File: src/rtl/lcm_inverse_pkg.sv
// Shared types and width helpers for the LCM-inverse datapath.
// Widths derive from the operand width: gcd/lcm are 2x, the gcd*lcm product is 4x.
`timescale 1ns/1ps
package lcm_pkg;

    typedef enum logic [1:0] {
        IDLE,
        LOAD,
        DIV,
        DONE
    } inv_state_t;

    localparam int WIDE_FACTOR = 2;
    localparam int PROD_FACTOR = 4;

    function automatic int wide_width(input int data_width);
        return WIDE_FACTOR * data_width;
    endfunction

    function automatic int prod_width(input int data_width);
        return PROD_FACTOR * data_width;
    endfunction

    function automatic int cnt_width(input int data_width);
        return $clog2(PROD_FACTOR * data_width);
    endfunction

endpackage

File: src/rtl/lcm_inverse_if.sv
// Request/result bundle between the GCD/LCM engine side and lcm_inverse.
`timescale 1ns/1ps
interface lcm_inverse_if #(
    parameter int DATA_WIDTH = 8
);
    import lcm_pkg::*;

    localparam int WIDE_W = wide_width(DATA_WIDTH);

    logic                  en;
    logic [DATA_WIDTH-1:0] a;
    logic [WIDE_W-1:0]     gcd;
    logic [WIDE_W-1:0]     lcm;
    logic                  valid;
    logic [DATA_WIDTH-1:0] b;
    logic                  err;
    logic                  busy;

    modport master (
        output en, a, gcd, lcm,
        input  valid, b, err, busy
    );

    modport slave (
        input  en, a, gcd, lcm,
        output valid, b, err, busy
    );

endinterface

File: src/rtl/lcm_inverse_serial_div.sv
// Serial restoring divider, one quotient bit per cycle, dividend MSB first.
// quotient/remainder present the post-step values, so they are final in the done cycle.
`timescale 1ns/1ps
module serial_div #(
    parameter int DIVIDEND_W = 32,
    parameter int DIVISOR_W  = 8
) (
    input  logic                  clk,
    input  logic                  rst,
    input  logic                  start,
    input  logic [DIVIDEND_W-1:0] dividend,
    input  logic [DIVISOR_W-1:0]  divisor,
    output logic                  done,
    output logic [DIVIDEND_W-1:0] quotient,
    output logic [DIVISOR_W:0]    remainder
);
    localparam int CNT_W = $clog2(DIVIDEND_W);
    localparam logic [CNT_W-1:0] LAST = CNT_W'(DIVIDEND_W - 1);

    logic [DIVIDEND_W-1:0] p_q;
    logic [DIVIDEND_W-1:0] q_q;
    logic [DIVISOR_W-1:0]  r_q;
    logic [CNT_W-1:0]      cnt;
    logic                  running;

    logic [DIVISOR_W:0]    r_shift;
    logic [DIVISOR_W:0]    r_next;
    logic [DIVIDEND_W-1:0] q_next;
    logic                  ge;

    // Quotient bits are written MSB first by index rather than shifted, equivalent since Q starts at 0.
    always_comb begin
        r_shift = {r_q, p_q[DIVIDEND_W-1]};
        ge      = (r_shift >= {1'b0, divisor});
        r_next  = ge ? (r_shift - {1'b0, divisor}) : r_shift;
        q_next  = q_q;
        q_next[LAST - cnt] = ge;
    end

    assign done      = running && (cnt == LAST);
    assign quotient  = q_next;
    assign remainder = r_next;

    always_ff @(posedge clk or posedge rst) begin
        if (rst) begin
            p_q     <= '0;
            q_q     <= '0;
            r_q     <= '0;
            cnt     <= '0;
            running <= 1'b0;
        end else if (start) begin
            p_q     <= dividend;
            q_q     <= '0;
            r_q     <= '0;
            cnt     <= '0;
            running <= 1'b1;
        end else if (running) begin
            p_q     <= {p_q[DIVIDEND_W-2:0], 1'b0};
            q_q     <= q_next;
            r_q     <= r_next[DIVISOR_W-1:0];
            cnt     <= cnt + 1'b1;
            if (done) begin
                running <= 1'b0;
            end
        end
    end

endmodule

File: src/rtl/lcm_inverse.sv
// Recovers b = (gcd * lcm) / a and flags triples whose product is not an exact
// DATA_WIDTH-bit multiple of a. Zero a or gcd short-circuits straight to an error result.
`timescale 1ns/1ps
module lcm_inverse
    import lcm_pkg::*;
#(
    parameter int DATA_WIDTH = 8
) (
    input  logic          clk,
    input  logic          rst,
    lcm_inverse_if.slave  bus
);
    localparam int WIDE_W = wide_width(DATA_WIDTH);
    localparam int PROD_W = prod_width(DATA_WIDTH);

    inv_state_t state;
    inv_state_t state_next;

    logic                  en_r1;
    logic                  en_r2;
    logic                  start;
    logic                  early_err;
    logic [DATA_WIDTH-1:0] a_q;
    logic [WIDE_W-1:0]     gcd_q;
    logic [WIDE_W-1:0]     lcm_q;
    logic [PROD_W-1:0]     product;
    logic [DATA_WIDTH-1:0] b_q;
    logic                  err_q;

    logic                  div_start;
    logic                  div_done;
    logic [PROD_W-1:0]     quo;
    logic [DATA_WIDTH:0]   rem;
    logic                  result_err;

    assign start      = en_r1 & ~en_r2;
    assign early_err  = (bus.a == '0) || (bus.gcd == '0);
    assign product    = {{WIDE_W{1'b0}}, gcd_q} * {{WIDE_W{1'b0}}, lcm_q};
    assign div_start  = (state == LOAD);
    assign result_err = (rem != '0) || (quo[PROD_W-1:DATA_WIDTH] != '0);

    assign bus.valid = (state == DONE);
    assign bus.busy  = (state != IDLE);
    assign bus.b     = b_q;
    assign bus.err   = err_q;

    serial_div #(
        .DIVIDEND_W (PROD_W),
        .DIVISOR_W  (DATA_WIDTH)
    ) u_div (
        .clk       (clk),
        .rst       (rst),
        .start     (div_start),
        .dividend  (product),
        .divisor   (a_q),
        .done      (div_done),
        .quotient  (quo),
        .remainder (rem)
    );

    always_ff @(posedge clk or posedge rst) begin
        if (rst) begin
            state <= IDLE;
            en_r1 <= 1'b0;
            en_r2 <= 1'b0;
            a_q   <= '0;
            gcd_q <= '0;
            lcm_q <= '0;
            b_q   <= '0;
            err_q <= 1'b0;
        end else begin
            state <= state_next;
            en_r1 <= bus.en;
            en_r2 <= en_r1;
            if (state == IDLE && start) begin
                a_q   <= bus.a;
                gcd_q <= bus.gcd;
                lcm_q <= bus.lcm;
                if (early_err) begin
                    b_q   <= '0;
                    err_q <= 1'b1;
                end
            end
            // b/err only change when a result is produced, so they hold between operations.
            if (state == DIV && div_done) begin
                err_q <= result_err;
                b_q   <= result_err ? '0 : quo[DATA_WIDTH-1:0];
            end
        end
    end

    always_comb begin
        state_next = state;
        unique case (state)
            IDLE: begin
                if (start) begin
                    state_next = early_err ? DONE : LOAD;
                end
            end
            LOAD: state_next = DIV;
            DIV: begin
                if (div_done) begin
                    state_next = DONE;
                end
            end
            DONE: state_next = IDLE;
            default: state_next = IDLE;
        endcase
    end

endmodule

File: src/flat_wrapper.sv
// flat-port wrapper written by rule: the top's interface ports become plain ports
module lcm_inverse_flat import lcm_pkg::*;
#(
    parameter int DATA_WIDTH = 8
)
  (clk, rst, bus_en, bus_a, bus_gcd, bus_lcm, bus_valid, bus_b, bus_err, bus_busy);
  lcm_inverse_if #(.DATA_WIDTH(DATA_WIDTH)) bus_i ();
  input  logic clk;
  input  logic rst;
  input wire logic [$bits(bus_i.en)-1:0] bus_en;
  input wire logic [$bits(bus_i.a)-1:0] bus_a;
  input wire logic [$bits(bus_i.gcd)-1:0] bus_gcd;
  input wire logic [$bits(bus_i.lcm)-1:0] bus_lcm;
  output wire logic [$bits(bus_i.valid)-1:0] bus_valid;
  output wire logic [$bits(bus_i.b)-1:0] bus_b;
  output wire logic [$bits(bus_i.err)-1:0] bus_err;
  output wire logic [$bits(bus_i.busy)-1:0] bus_busy;
  assign bus_i.en = bus_en;
  assign bus_i.a = bus_a;
  assign bus_i.gcd = bus_gcd;
  assign bus_i.lcm = bus_lcm;
  assign bus_valid = bus_i.valid;
  assign bus_b = bus_i.b;
  assign bus_err = bus_i.err;
  assign bus_busy = bus_i.busy;
  lcm_inverse #(.DATA_WIDTH(DATA_WIDTH)) u_core (.clk(clk), .rst(rst), .bus(bus_i));
endmodule
File: config.mk
export PLATFORM = sky130hd
export DESIGN_NAME = lcm_inverse_flat
export DESIGN_NICKNAME = d
export VERILOG_FILES = /design/src/rtl/lcm_inverse_pkg.sv /design/src/rtl/lcm_inverse_if.sv /design/src/rtl/lcm_inverse_serial_div.sv /design/src/rtl/lcm_inverse.sv /design/src/flat_wrapper.sv
export SDC_FILE = /design/constraint.sdc
export NUM_CORES = 1
export LEC_CHECK = 0
export ABC_AREA = 1
export CORE_MARGIN = 1
export CORE_UTILIZATION = 40
export CTS_CLUSTER_DIAMETER = 30
export DETAILED_ROUTE_END_ITERATION = 6
export GPL_TIMING_DRIVEN = 0
export PLACE_DENSITY = 0.59
export SLEW_MARGIN = 10
export SYNTH_ARGS = -nofsm -noshare
export SYNTH_HDL_FRONTEND = slang
export SYNTH_SLANG_ARGS = --single-unit
File: constraint.sdc
create_clock -name clk -period 5.7 [get_ports clk]
set_input_delay 0.57 -clock clk [delete_from_list [all_inputs] [get_ports clk]]
set_output_delay 0.57 -clock clk [all_outputs]
set_load 0.1 [all_outputs]
After elaboration in Yosys (flattened, before gate mapping)
Cells that the tools add are included.
Widths: inputs -> output; s select.
- output and inout bits: 11
- register bits after elaboration: 131
- word-level logic and storage cells: 71
- bits of input ports: 43
- $mul: 1
- muxes and demuxes: 26
- bitwise logic cells: 2
- add/subtract/negate cells: 3
- reduce and logical (&&, ||, !) cells: 17
- equal/unequal tests: 6
- order comparisons: 3
- operators by type and width (cell ; count):
    $mux 32 ; 4
    $mux 8 ; 6
    $bwmux 32 ; 1
    $mul 16x16->32 ; 1
    $reduce_bool 24->1 ; 1
    $logic_not 16->1 ; 1
    $mux 5 ; 2
    $ge 9x8->1 ; 1
    $mux 9 ; 1
    $reduce_bool 9->1 ; 1
    $sub 9x8->9 ; 1
    $logic_not 8->1 ; 1
    $pmux 2 s4 ; 1
    $reduce_bool 2->1 ; 4
    $mux 1 ; 7
    $lt 5x6->1 const B ; 1
    $mux 2 ; 3
    $add 5x1->5 const B ; 1
    $demux 1 s5 ; 1
    $eq 5x5->1 const B ; 1
    $ge 5x1->1 const B ; 1
    $sub 5x5->5 const A ; 1
    $eq 2x2->1 const B ; 2
    $logic_and 1x1->1 ; 4
    other kinds (7) ; 10

Depth between registers and ports, before layout
- word-level depth: 10
- mapped depth: 29
- mapped depth without buffers: 27

By module
From an unflattened synthesis, not the netlist that was laid out.
- cells, all modules: 2236
- area total of the unflattened synthesis: 16497.1 µm²
- by module, submodules not included (module ; times used ; seq. area each (µm²) ; area each (µm²) ; cells an instance):
    lcm_inverse ; 1 ; 1326.3 ; 11735.0 ; 1608
    serial_div ; 1 ; 1951.9 ; 4762.1 ; 628

Worst setup path before layout
No wires, ideal clock.
- path kind: reg2reg
- from: reg u_core.lcm_q[1]
- to: reg u_core.u_div.p_q[24]
- arrival: 5458 ps
- buffers on the path: 2
- clock period less this slack: 5600 ps
- cell stages (with the launch flop): 23
- path slack: 100 ps
- cell sequence: dfrtp_1 -> clkbuf_1 -> clkbuf_1 -> nand2_1 -> fa_1 -> fa_1 -> fa_1 -> fa_1 -> inv_1 -> fa_1 -> inv_1 -> fa_1 -> inv_1 -> ha_1 -> a21oi_1 -> inv_1 -> nor2_1 -> o21ai_0 -> nand2_1 -> nand3_1 -> or2_2 -> nand3_1 -> o221ai_1
- cells in the longest elaborated chain, start to end: 2
- ends and longest elaborated chain (what ; line ; source):
    start: declaration ; lcm_inverse.sv:25 ; logic [WIDE_W-1:0] lcm_q;
    start signal: assignment ; lcm_inverse.sv:78 ; lcm_q <= bus.lcm;
    $mul 16x16->32 ; lcm_inverse.sv:38 ; assign product = {{WIDE_W{1'b0}}, gcd_q} * {{WIDE_W{1'b0}}, lcm_q};
    $mux 32 ; lcm_inverse_serial_div.sv:51 ; end else if (start) begin
    end signal: assignment ; lcm_inverse_serial_div.sv:52 ; p_q <= dividend;
    end signal: assignment ; lcm_inverse_serial_div.sv:58 ; p_q <= {p_q[DIVIDEND_W-2:0], 1'b0};
    end: declaration ; lcm_inverse_serial_div.sv:20 ; logic [DIVIDEND_W-1:0] p_q;
Every way passes these cells.
A chain may end at the register's enable or synchronous reset.

Worst setup path after layout
- from: reg u_core.lcm_q[2]
- to: reg u_core.u_div.p_q[26]
Same word-level chain as after synthesis.

==> results.txt <==
----------------------------------------------------
[Outcome]
  Result of the run ... complete, no violations

[Timing]
  RSZ-0062 raised after global routing ... yes
  Minimum period implied by the final worst setup slack ... 5649 ps
  Max Slew Vio Count ... 0
  Hold Violations, Final ... 0
  Max-slew headroom at the worst pin ... 32.85%
  Number of setup violations in the final report ... 0
  Clk_skew ... around 31 ps
  Final worst-path cycle share ... 99.11%
  Max Freq ... roughly 0.18 GHz
  Tightest Pin Transition ... ~1000 ps
  Total negative setup slack ... 0 ps

[Clock network]
  Total clock sinks ... 131
  Clock tree from TritonCTS ... yes
  Latest clock arrival within the worst-skew pair ... between 400 and 500 ps
  Clock buffers created by TritonCTS ... 17
  Post-CTS clock slew at the launch and capture registers of the worst setup and hold paths ... 70 ps
  CTS root buf ... sky130_fd_sc_hd__clkbuf_16
  Clock Path Buffers ... 2
  H-Tree Level Count ... 4

[Final layout]
  Count of fill cells added during filler insertion ... about 3,700
  Final #Nets ... 2,528
  Count of inserted antenna diode cells ... 0
  Share of post-route cells with drive strength above 1 ... 14.08%
  Layout overhead on the synthesized area ... 20.52%

[Power and ir drop]
  Clk pwr share ... 52.5%
  Internal power ... about 1.6 mW
  Fraction of power consumed by sequential logic ... 44.9%
  PnR Total Power ... 2.075 mW
  Total net switching power ... 0.5118 mW
  Combinational fraction of design power ... 2.6%
  IR drop worst, VDD ... 0.0002031 V
  Cell leakage power ... 10.26 nW
  Net switching share of the total power ... 24.67%
  Power density normalized to cell area ... 111.5 nW/um^2

[Global routing]
  Number of antenna violations at the first check in global routing ... 0
  Number of global-route vias before repair ... 13,590
  Maximum number of pins on one net before global-route repair ... 68
  Overflow left after global routing ... 0
  All-layer global routing usage ... between 20% and 30%
  First-pass GRT wire length ... 73.82 mm

[Logic synthesis]
  Async set-reset flop share out of synthesis ... 100.0%
  Number of synthesized flops with an enable pin ... 0
  Top-count cell post-synth ... sky130_fd_sc_hd__nand2_1
  Most frequent cells after synthesis ... 565 x sky130_fd_sc_hd__nand2_1, 484 x sky130_fd_sc_hd__inv_1, 195 x sky130_fd_sc_hd__fa_1
  Number of distinct standard cells referenced by the synthesized netlist ... 38
  Sequential cell area fraction in the yosys report ... 21.24%
  Number of flip-flops and latches in the synthesized netlist ... roughly 130
  Top FF cell, synth ... sky130_fd_sc_hd__dfrtp_1
  Mapped Cells ... around 2,000
  Post-synth top area share ... 25.29%
  Nets in the synthesized netlist ... 2,405
  Cell type contributing the most total cell area after synthesis ... sky130_fd_sc_hd__fa_1
  Top cells by area, synth ... sky130_fd_sc_hd__fa_1 25%, sky130_fd_sc_hd__dfrtp_1 21%, sky130_fd_sc_hd__nand2_1 14%, sky130_fd_sc_hd__inv_1 12%, sky130_fd_sc_hd__ha_1 9.8%
  Synth warn ... 0
  Cell area after synthesis ... 15,430 sq um
  Syn Area/Cell ... 7.543 sq um

[Place]
  Count of buffers from port buffering ... 53
  Placer Congestion ... approximately 0.90
  Estimated wirelength of the detail-placed design ... 35.08 mm

[Drt]
  Drt first pass iters ... 5
  Number of nets with antenna violations after detailed routing ... 0
  Routed Wire Length ... 46.20 mm
  Total via count after detailed routing ... 13,320
  Per-cell routed wire length ... 17.16 microns
  # DRC ... 0
  Initial detailed-routing violation count ... 806
  DR vias/cell ... 4.948

[Floorplan]
  Initial core utilization ... roughly two fifths
  Die Span Y ... roughly 200 microns
  Site Rows ... 71
  Number of top-level pins ... 54
  Area of the placeable core ... 37,840 sq um
  Die footprint ... 39,370 sq um
  Die extent in x ... 198.4 microns

[Worst hold path]
  Hold crit path type ... reg -> reg

[Critical path]
  Classification of the worst setup path ... reg -> reg
  Arrival time of data at the critical path endpoint ... 5940 ps
  Critical path fanouts, max ... 10
  Critical Path RT ... 5990 ps
  Type of element capturing the critical path ... flop
  Startpoint type of the worst setup path ... flop

[Flow run]
  Maxcap violations ... 0

----------------------------------------------------
final timing paths:
check	startpoint	to	slack, ps	depth (start not counted)
max in group asynchronous	rst	u_core.u_div.p_q[9]	4300	3
min	u_core.en_r1	u_core.en_r2	390	0
max reg2reg	u_core.lcm_q[2]	u_core.u_div.p_q[26]	50	20
min in group asynchronous	rst	u_core.lcm_q[9]	570	2
min reg2reg	u_core.en_r1	u_core.en_r2	390	0
max	u_core.lcm_q[2]	u_core.u_div.p_q[26]	50	20
registers in the layout (all words and copies together) (netlist names):
register	flops
u_core.u_div.p_q	32
u_core.u_div.q_q	32
u_core.gcd_q	16
u_core.lcm_q	16
u_core.a_q	8
u_core.bus.b	8
u_core.u_div.r_q	8
u_core.u_div.cnt	5
u_core.state	2
u_core.bus.err	1
u_core.en_r1	1
u_core.en_r2	1
u_core.u_div.running	1
cell usage in the layout, fill, tap and decap left out, types with 7 or more instances in the layout:
cell type	synthesis	final
sky130_fd_sc_hd__o221ai_1	19	18
sky130_fd_sc_hd__nand2_2	0	15
sky130_fd_sc_hd__o21ai_0	88	69
sky130_fd_sc_hd__ha_1	121	107
sky130_fd_sc_hd__dfrtp_2	0	31
sky130_fd_sc_hd__buf_8	0	11
sky130_fd_sc_hd__ha_4	0	11
sky130_fd_sc_hd__fa_2	0	8
sky130_fd_sc_hd__o21ai_2	0	7
sky130_fd_sc_hd__clkdlybuf4s50_1	0	53
sky130_fd_sc_hd__nor2_2	2	8
sky130_fd_sc_hd__fa_1	195	187
sky130_fd_sc_hd__buf_4	0	77
sky130_fd_sc_hd__a21oi_2	1	9
sky130_fd_sc_hd__nor2_1	90	81
sky130_fd_sc_hd__nand2_1	565	544
sky130_fd_sc_hd__o21ai_1	6	17
sky130_fd_sc_hd__inv_1	484	463
sky130_fd_sc_hd__buf_6	2	11
sky130_fd_sc_hd__inv_2	1	20
sky130_fd_sc_hd__nand3_1	84	74
sky130_fd_sc_hd__o22ai_1	32	32
sky130_fd_sc_hd__xnor2_1	7	7
sky130_fd_sc_hd__nand3_2	5	14
sky130_fd_sc_hd__clkbuf_16	0	18
sky130_fd_sc_hd__clkbuf_1	91	30
sky130_fd_sc_hd__dfrtp_1	131	100
sky130_fd_sc_hd__a21oi_1	57	45
layer usage:
| metal | GRT usage (%) | part of all wire (%) |
|---|---|---|
| met5 | 0 | 0 |
| met4 | 11.79 | 4.7 |
| met3 | 4.154 | 4.3 |
| met2 | 41.52 | 48 |
| met1 | 30.99 | 43 |
critical path, cell delays in order, from the launching register on:
cell and delay (ps):
sky130_fd_sc_hd__dfrtp_2 450, sky130_fd_sc_hd__clkbuf_8 210, sky130_fd_sc_hd__nand2_1 80, sky130_fd_sc_hd__fa_1 530
sky130_fd_sc_hd__fa_1 560, sky130_fd_sc_hd__inv_1 60, sky130_fd_sc_hd__fa_1 560, sky130_fd_sc_hd__fa_2 490
sky130_fd_sc_hd__fa_1 510, sky130_fd_sc_hd__inv_1 50, sky130_fd_sc_hd__fa_1 490, sky130_fd_sc_hd__inv_1 70
sky130_fd_sc_hd__ha_4 250, sky130_fd_sc_hd__a21o_1 220, sky130_fd_sc_hd__a21oi_2 190, sky130_fd_sc_hd__o21ai_2 100
sky130_fd_sc_hd__nand2_1 80, sky130_fd_sc_hd__nand3_2 80, sky130_fd_sc_hd__or2_2 290, sky130_fd_sc_hd__nand3_2 80
sky130_fd_sc_hd__o221ai_1 130
power groups by stage:
stage	registers [mW]	logic, mW	clock network [mW]
final	0.931	0.0546	1.09
after CTS	0.931	0.0563	1.11
after detailed placement	0.948	0.0559	0
after floorplan	0.948	0.0146	0
after global placement	0.948	0.0527	0
after global routing	0.930	0.0603	1.15
cell type report:
cell class                 count  area (sq um)  share of cell area [%]
multi-input combinational   1328         10490                   56.39
sequential                   131          3317                   17.83
inverter                     488          1839                   9.888
timing repair buffer         136          1249                   6.713
tap                          511         639.4                   3.437
buffer                        67         510.5                   2.745
clock buffer                  18         429.2                   2.307
clock inverter                13         127.6                  0.6861
stage by stage:
stage / instance area, sq um / instances / hold WS, ps / util [%] / setup WS, ps
6_report: 18600 / 2692 / 385.6 / 49.15 / 50.82
2_1_floorplan: 15430 / 2046 / 353.7 / - / 99.91
4_1_cts: 17740 / 2649 / 390.3 / 46.88 / 1.721
5_1_grt: 18600 / 2692 / 411.2 / 49.15 / -83.02
3_5_place_dp: 16640 / 2611 / 368.8 / 43.96 / -1005
3_3_place_gp: 16600 / 2610 / 362.5 / 43.87 / -1072
cells by family (layout without fill, tap and decap cells):
kind of cell | after synthesis | after routing | synth area share [%]
AND/OR/NAND/NOR | 777 | 777 | 20.31
buffers and inverters | 587 | 722 | 14.40
adder cells (fa/ha/maj) | 316 | 316 | 35.10
AO/OA/AOI/OAI | 226 | 226 | 8.439
flip-flops | 131 | 131 | 21.24
XOR/XNOR | 9 | 9 | 0.5108
timing repair:
| item | 4_1_cts | 5_1_grt |
|---|---|---|
| setup buffers | 38 | 44 |
| pin swaps | 7 | 81 |
| hold endpoints to repair | 0 | 0 |
| resized for setup | 131 | 171 |
| hold buffers | 0 | 0 |
| setup endpoints to repair | 23 | 20 |
(Power assumes the default switching activity.)
==> RTL edit 1: new RTL, same flow settings <==
Change the package constant `PROD_FACTOR` from 4 to 8.
--- a/src/rtl/lcm_inverse_pkg.sv
+++ b/src/rtl/lcm_inverse_pkg.sv
@@ -12,5 +12,5 @@
 
     localparam int WIDE_FACTOR = 2;
-    localparam int PROD_FACTOR = 4;
+    localparam int PROD_FACTOR = 8;
 
     function automatic int wide_width(input int data_width);
Behaviour: same outputs for any inputs over 10 cycles, from zero or initial values and one cycle with rst high; that may be too few to reach the edited logic, so the function may still have changed.
==> RTL edit 1 against the original RTL <==
  * Sequential cell count grew 65
  * Design area grew 17%
  * Routed wire length grew 12%
  * Non-clock buffer count grew 32
  * Total power grew 31%
  * Area after synthesis grew 20%
  * Setup slack gained 5.7 ps
  * Highest routed layer unchanged
  * Synthesized cell count grew 18%
==> RTL edit 1: results (changes against the original RTL) <==
STATUS
-------------------------------------------------------------------------------------------------
Run status                                                                              completed   unchanged

GLOBAL ROUTING
-------------------------------------------------------------------------------------------------
Vias in the first global route                                                              16000   was 13600
GRT Total Usage                                                                             22.9%   was 24.7%
First-pass GRT wire length                                                               84200 um   was 73800 um
GR met1 Demand/Resource                                                                     29.1%   was 31.0%
Met3 Usage GRT                                                                              3.37%   was 4.15%
Routing usage on met2                                                                       39.0%   was 41.5%
Maximum number of pins on one net before global-route repair                                   41   was 68

FINISH
-------------------------------------------------------------------------------------------------
Layout cell share with drive strength beyond 1                                              12.2%   was 14.1%
Filler-free cell count of the finished design                                                3149   was 2692
Total Nets Final                                                                             2891   was 2528
Total of fill cells in the finished design                                                   4452   was 3674
Registers with the most flip-flops                                                   u_core.u_div.p_q: 64 flops, u_core.u_div.q_q: 64 flops   was u_core.u_div.p_q: 32 flops, u_core.u_div.q_q: 32 flops

WORST SETUP PATH
-------------------------------------------------------------------------------------------------
Maximum cell stage delay along the critical path                                           600 ps   was 560 ps
Arrival @ worst endpoint                                                                  5980 ps   was 5940 ps
Highest fanout seen on the critical path                                                        4   was 10

LOGIC SYNTHESIS
-------------------------------------------------------------------------------------------------
Average size of a mapped cell                                                          7.65 sq um   was 7.54 sq um
Number of distinct library cell variants in the gate-level netlist after synthesis             43   was 38
Most frequent cells after synthesis                                                  nand2_1, inv_1, dfrtp_1   was nand2_1, inv_1, fa_1
Biggest area contributors in the synthesized netlist                                 dfrtp_1, fa_1, nand2_1   was fa_1, dfrtp_1, nand2_1
Sequential fraction of the synthesis area                                                   26.6%   was 21.2%

ROUTING
-------------------------------------------------------------------------------------------------
Routed len/inst                                                                           16.4 um   was 17.2 um
Iteration count of the initial detailed-routing pass                                            6   was 5
Starting DRC count in detailed routing                                                        889   was 806
Avg Vias per Cell                                                                            4.96   was 4.95

STA
-------------------------------------------------------------------------------------------------
Largest clock skew in the final design                                                    26.5 ps   was 31.5 ps
Worst-margin pin slew                                                                     1110 ps   was 1000 ps

CLOCK TREE
-------------------------------------------------------------------------------------------------
Number of buffers on the longest clock path                                                     2   unchanged

POWER
-------------------------------------------------------------------------------------------------
Static Leak                                                                               11.8 nW   was 10.3 nW
Max rail drop VDD                                                                      0.000174 V   was 0.000203 V

PLACED DESIGN
-------------------------------------------------------------------------------------------------
Worst Setup Slack post-DPL                                                               -1120 ps   was -1000 ps
Final weighted congestion in routability-driven placement                                   0.941   was 0.902
Post-detail-place hpwl                                                                   38700 um   was 35100 um

[RTL edit 1: report_power, final]
| group | internal [mW] | switching, mW |
|---|---|---|
| logic | 0.0329 | 0.0367 |
| clock network | 0.624 | 0.643 |
| registers | 1.39 | 0.000296 |
[RTL edit 1: cell type report]
| cell class | instances | area (sq um) | share of cell area, % |
|---|---|---|---|
| Timing Repair Buffer | 136 | 1280 | 5.91 |
| Sequential cell | 196 | 4940 | 22.7 |
| Inverter | 534 | 2010 | 9.24 |
| Tap cell | 600 | 751 | 3.45 |
| Clock inverter | 15 | 165 | 0.760 |
| Multi-Input combinational cell | 1552 | 11400 | 52.6 |
| Buffer | 99 | 726 | 3.34 |
| Clock buffer | 17 | 425 | 1.96 |
[RTL edit 1: critical path: cells and delay by family, from the launching register on]
family / cells / cell delay, ps
adder cells (fa/ha/maj): 7 / 3370
buffers and inverters: 9 / 710
flip-flops: 1 / 480
AND/OR/NAND/NOR: 4 / 430
AO/OA/AOI/OAI: 3 / 350
XOR/XNOR: 1 / 150
[RTL edit 1: worst paths after layout]
check	from	to	slack [ps]	cells past startpoint
worst min register to register	u_core.en_r1	u_core.en_r2	390	0
worst max-delay path	u_core.gcd_q[4]	u_core.u_div.p_q[18]	60	24
max in group asynchronous	rst	u_core.gcd_q[12]	4040	5
min in group asynchronous	rst	u_core.bus.b[2]	530	2
worst max register to register	u_core.gcd_q[4]	u_core.u_div.p_q[18]	60	24
worst min-delay path	u_core.en_r1	u_core.en_r2	390	0
[RTL edit 1: stage by stage]
step	TNS, ps	area, sq um	hold slack (ps)
4_1_cts	-10.6	21200	394
6_report	0	21700	395
5_1_grt	-721	21700	404
3_3_place_gp	-18010	19700	361
3_5_place_dp	-18140	19800	366
2_1_floorplan	0	18500	354
[RTL edit 1: cells by family after synthesis]
group,count (synthesis),share of synthesized area [%]
xor gates and xnor gates,22,1.04
buffers and inverters,664,13.8
adders and majority gates,312,29.1
AOI/OAI and AO/OA,325,10.2
DFF,196,26.6
and+or+nand+nor,893,19.3
[RTL edit 1: metal layers]
| metal | vias up | routed length, um |
|---|---|---|
| met4 | 0 | 1870 |
| met5 | - | 0 |
| li1 | 7538 | - |
| met2 | 381 | 25000 |
| met1 | 7601 | 22400 |
| met3 | 92 | 2320 |
[RTL edit 1: what timing repair did]
item | in CTS | in global routing
resized for setup | 170 | 104
setup buffers | 53 | 26
endpoints found under the setup margin | 23 | 20
pin swaps | 36 | 75
==> RTL edit 2: new RTL, same flow settings <==
Without the edit above. Encoding of `inv_state_t`: now one-hot (4 bits for 4 states).
--- a/src/rtl/lcm_inverse_pkg.sv
+++ b/src/rtl/lcm_inverse_pkg.sv
@@ -4,9 +4,9 @@
 package lcm_pkg;
 
-    typedef enum logic [1:0] {
-        IDLE,
-        LOAD,
-        DIV,
-        DONE
+    typedef enum logic [3:0] {
+        IDLE = 4'b0001,
+        LOAD = 4'b0010,
+        DIV  = 4'b0100,
+        DONE = 4'b1000
     } inv_state_t;
 
Check against the original RTL: same outputs for any inputs over 10 cycles, from zero or initial values and one cycle with rst high; not proved beyond that.
==> RTL edit 2 against the original RTL <==
  * Sequential share of layout area increased by 0.55 points
  * Routed wire length decreased by 1.8%
  * Non-clock buffer count decreased by 30
  * Setup slack improved by 31 ps
  * Design area decreased by 1.6%
  * Area after synthesis increased by 0.60%
  * Sequential cell count increased by 2
  * First-iteration DRC count increased by 20%
Power is left out: the tool's default activity adds up to more than one toggle a clock period on the data nets, which glitch-free logic cannot reach.
==> RTL edit 2: results (changes against the original RTL) <==
GLOBAL ROUTING
----------------------------------------------------------------------------------------------------
Routing usage on met2                                                                          39.6%   was 41.5%
Met3 Usage GRT                                                                                 3.31%   was 4.15%
Maximum number of pins on one net before global-route repair                                      81   was 68
GRT Total Usage                                                                                24.3%   was 24.7%
GR met1 Demand/Resource                                                                        31.4%   was 31.0%
Vias in the first global route                                                                 13300   was 13600
Antenna violations before repair                                                                   0   unchanged
First-pass GRT wire length                                                                  72900 um   was 73800 um

LOGIC SYNTHESIS
----------------------------------------------------------------------------------------------------
Parity-gate share of the synthesized area counting xor and xnor cells                         0.621%   was 0.511%
Biggest area contributors in the synthesized netlist                                    fa_1, dfrtp_1, nand2_1   unchanged
Sequential fraction of the synthesis area                                                      21.4%   was 21.2%
Commonest register cell after synthesis                                                      dfrtp_1   unchanged
Post-synthesis adder-cell area fraction                                                        34.6%   was 35.1%
Async set-or-reset flop fraction in the synthesized netlist                                     100%   unchanged
Post-synthesis compound-gate area fraction                                                     8.36%   was 8.44%
Number of distinct library cell variants in the gate-level netlist after synthesis                44   was 38
Count of synthesis-stage warnings from yosys                                                       0   unchanged
Most frequent cells after synthesis                                                     nand2_1, inv_1, fa_1   unchanged
Total nets after synthesis                                                                      2405   unchanged

ROUTING
----------------------------------------------------------------------------------------------------
Avg Vias per Cell                                                                               4.96   was 4.95
Sum of routed wire length over all layers                                                   45400 um   was 46200 um
Starting DRC count in detailed routing                                                           964   was 806

WORST SETUP PATH
----------------------------------------------------------------------------------------------------
Highest fanout seen on the critical path                                                          10   unchanged
Arrival @ worst endpoint                                                                     5930 ps   was 5940 ps

PLACED DESIGN
----------------------------------------------------------------------------------------------------
Worst Setup Slack post-DPL                                                                  -1090 ps   was -1000 ps
Post-place instance area                                                                 16700 sq um   was 16600 sq um
Final weighted congestion in routability-driven placement                                      0.911   was 0.902
Post-detail-place hpwl                                                                      34800 um   was 35100 um
Number of I/O port buffers                                                                        53   unchanged

CLOCK TREE
----------------------------------------------------------------------------------------------------
Clock insertion delay at the later pin of the skew report                                     450 ps   was 470 ps
Number of buffers inserted during clock tree synthesis                                            17   unchanged
Deepest level of the CTS H-tree                                                                    4   unchanged
Number of buffers on the longest clock path                                                        2   unchanged
Clock-pin slew reported for the worst setup and hold paths after clock tree synthesis          60 ps

FINISH
----------------------------------------------------------------------------------------------------
Antenna cells                                                                                      0   unchanged
Total Nets Final                                                                                2500   was 2528
Layout cell share with drive strength beyond 1                                                 12.5%   was 14.1%

STA
----------------------------------------------------------------------------------------------------
Largest clock skew in the final design                                                       15.6 ps   was 31.5 ps
Slew Limit Headroom                                                                            14.2%   was 32.8%

FLOW RUN
----------------------------------------------------------------------------------------------------
Max Cap Violations                                                                                 0   unchanged

STATUS
----------------------------------------------------------------------------------------------------
Run status                                                                                 completed   unchanged

==> RTL edit 2: worst max-delay path, cell delays in order (launching register included) <==
cell and delay [ps]:
dfrtp_2 490, clkbuf_4 310, nand2_1 120, fa_1 500, fa_1 490, inv_1 50
fa_1 530, fa_2 490, fa_1 520, inv_1 60, fa_1 480, inv_1 60
ha_4 290, nand2_2 100, nor2_1 120, inv_1 100, o21bai_1 210, buf_4 140
nand2_1 40, nand3_1 90, a21oi_1 60, o21ai_0 90, o221ai_1 140
==> RTL edit 2: final cells by class <==
cell class | instances | area [sq um]
well taps | 511 | 639
flip-flops and latches | 133 | 3370
plain buffers | 66 | 490
inverters | 493 | 1860
fillers | 3754 | 19600
clock buffers | 17 | 425
clock inverters | 14 | 176
repair buffers | 107 | 987
multi-input cells | 1327 | 10400
==> RTL edit 2: logic make-up after synthesis <==
kind of cell	count (synthesis)
adder cells (fa/ha/maj)	312
XOR/XNOR	11
AO/OA/AOI/OAI	227
AND/OR/NAND/NOR	777
flip-flops	133
buffers and inverters	590
==> RTL edit 2: final timing paths <==
path	startpoint	end	slack [ps]	cells past startpoint
max	u_core.gcd_q[2]	u_core.u_div.p_q[25]	80	22
min	u_core.en_r1	u_core.en_r2	380	0
max reg2reg	u_core.gcd_q[2]	u_core.u_div.p_q[25]	80	22
min reg2reg	u_core.en_r1	u_core.en_r2	380	0
max in group asynchronous	rst	u_core.lcm_q[2]	4330	3
min in group asynchronous	rst	u_core.gcd_q[14]	560	2
==> RTL edit 2: through the flow <==
step / hold WS (ps) / std cells
final: 379 / 2668
after global routing: 391 / 2668
after CTS: 381 / 2645
after detailed placement: 374 / 2615
after global placement: 359 / 2614
after floorplan: 354 / 2050
==> RTL edit 2: what timing repair did <==
item / CTS / global route
endpoints found under the setup margin: 23 / 20
setup buffers: 30 / 23
pin swaps: 3 / 42
resized for setup: 134 / 103
hold buffers: 0 / 0
==> RTL edit 2: metal layers <==
| metal | routed length [um] | vias up |
|---|---|---|
| li1 | - | 6356 |
| met1 | 19800 | 6482 |
| met2 | 21500 | 323 |
| met3 | 1990 | 77 |
| met4 | 2170 | 0 |
| met5 | 0 | - |
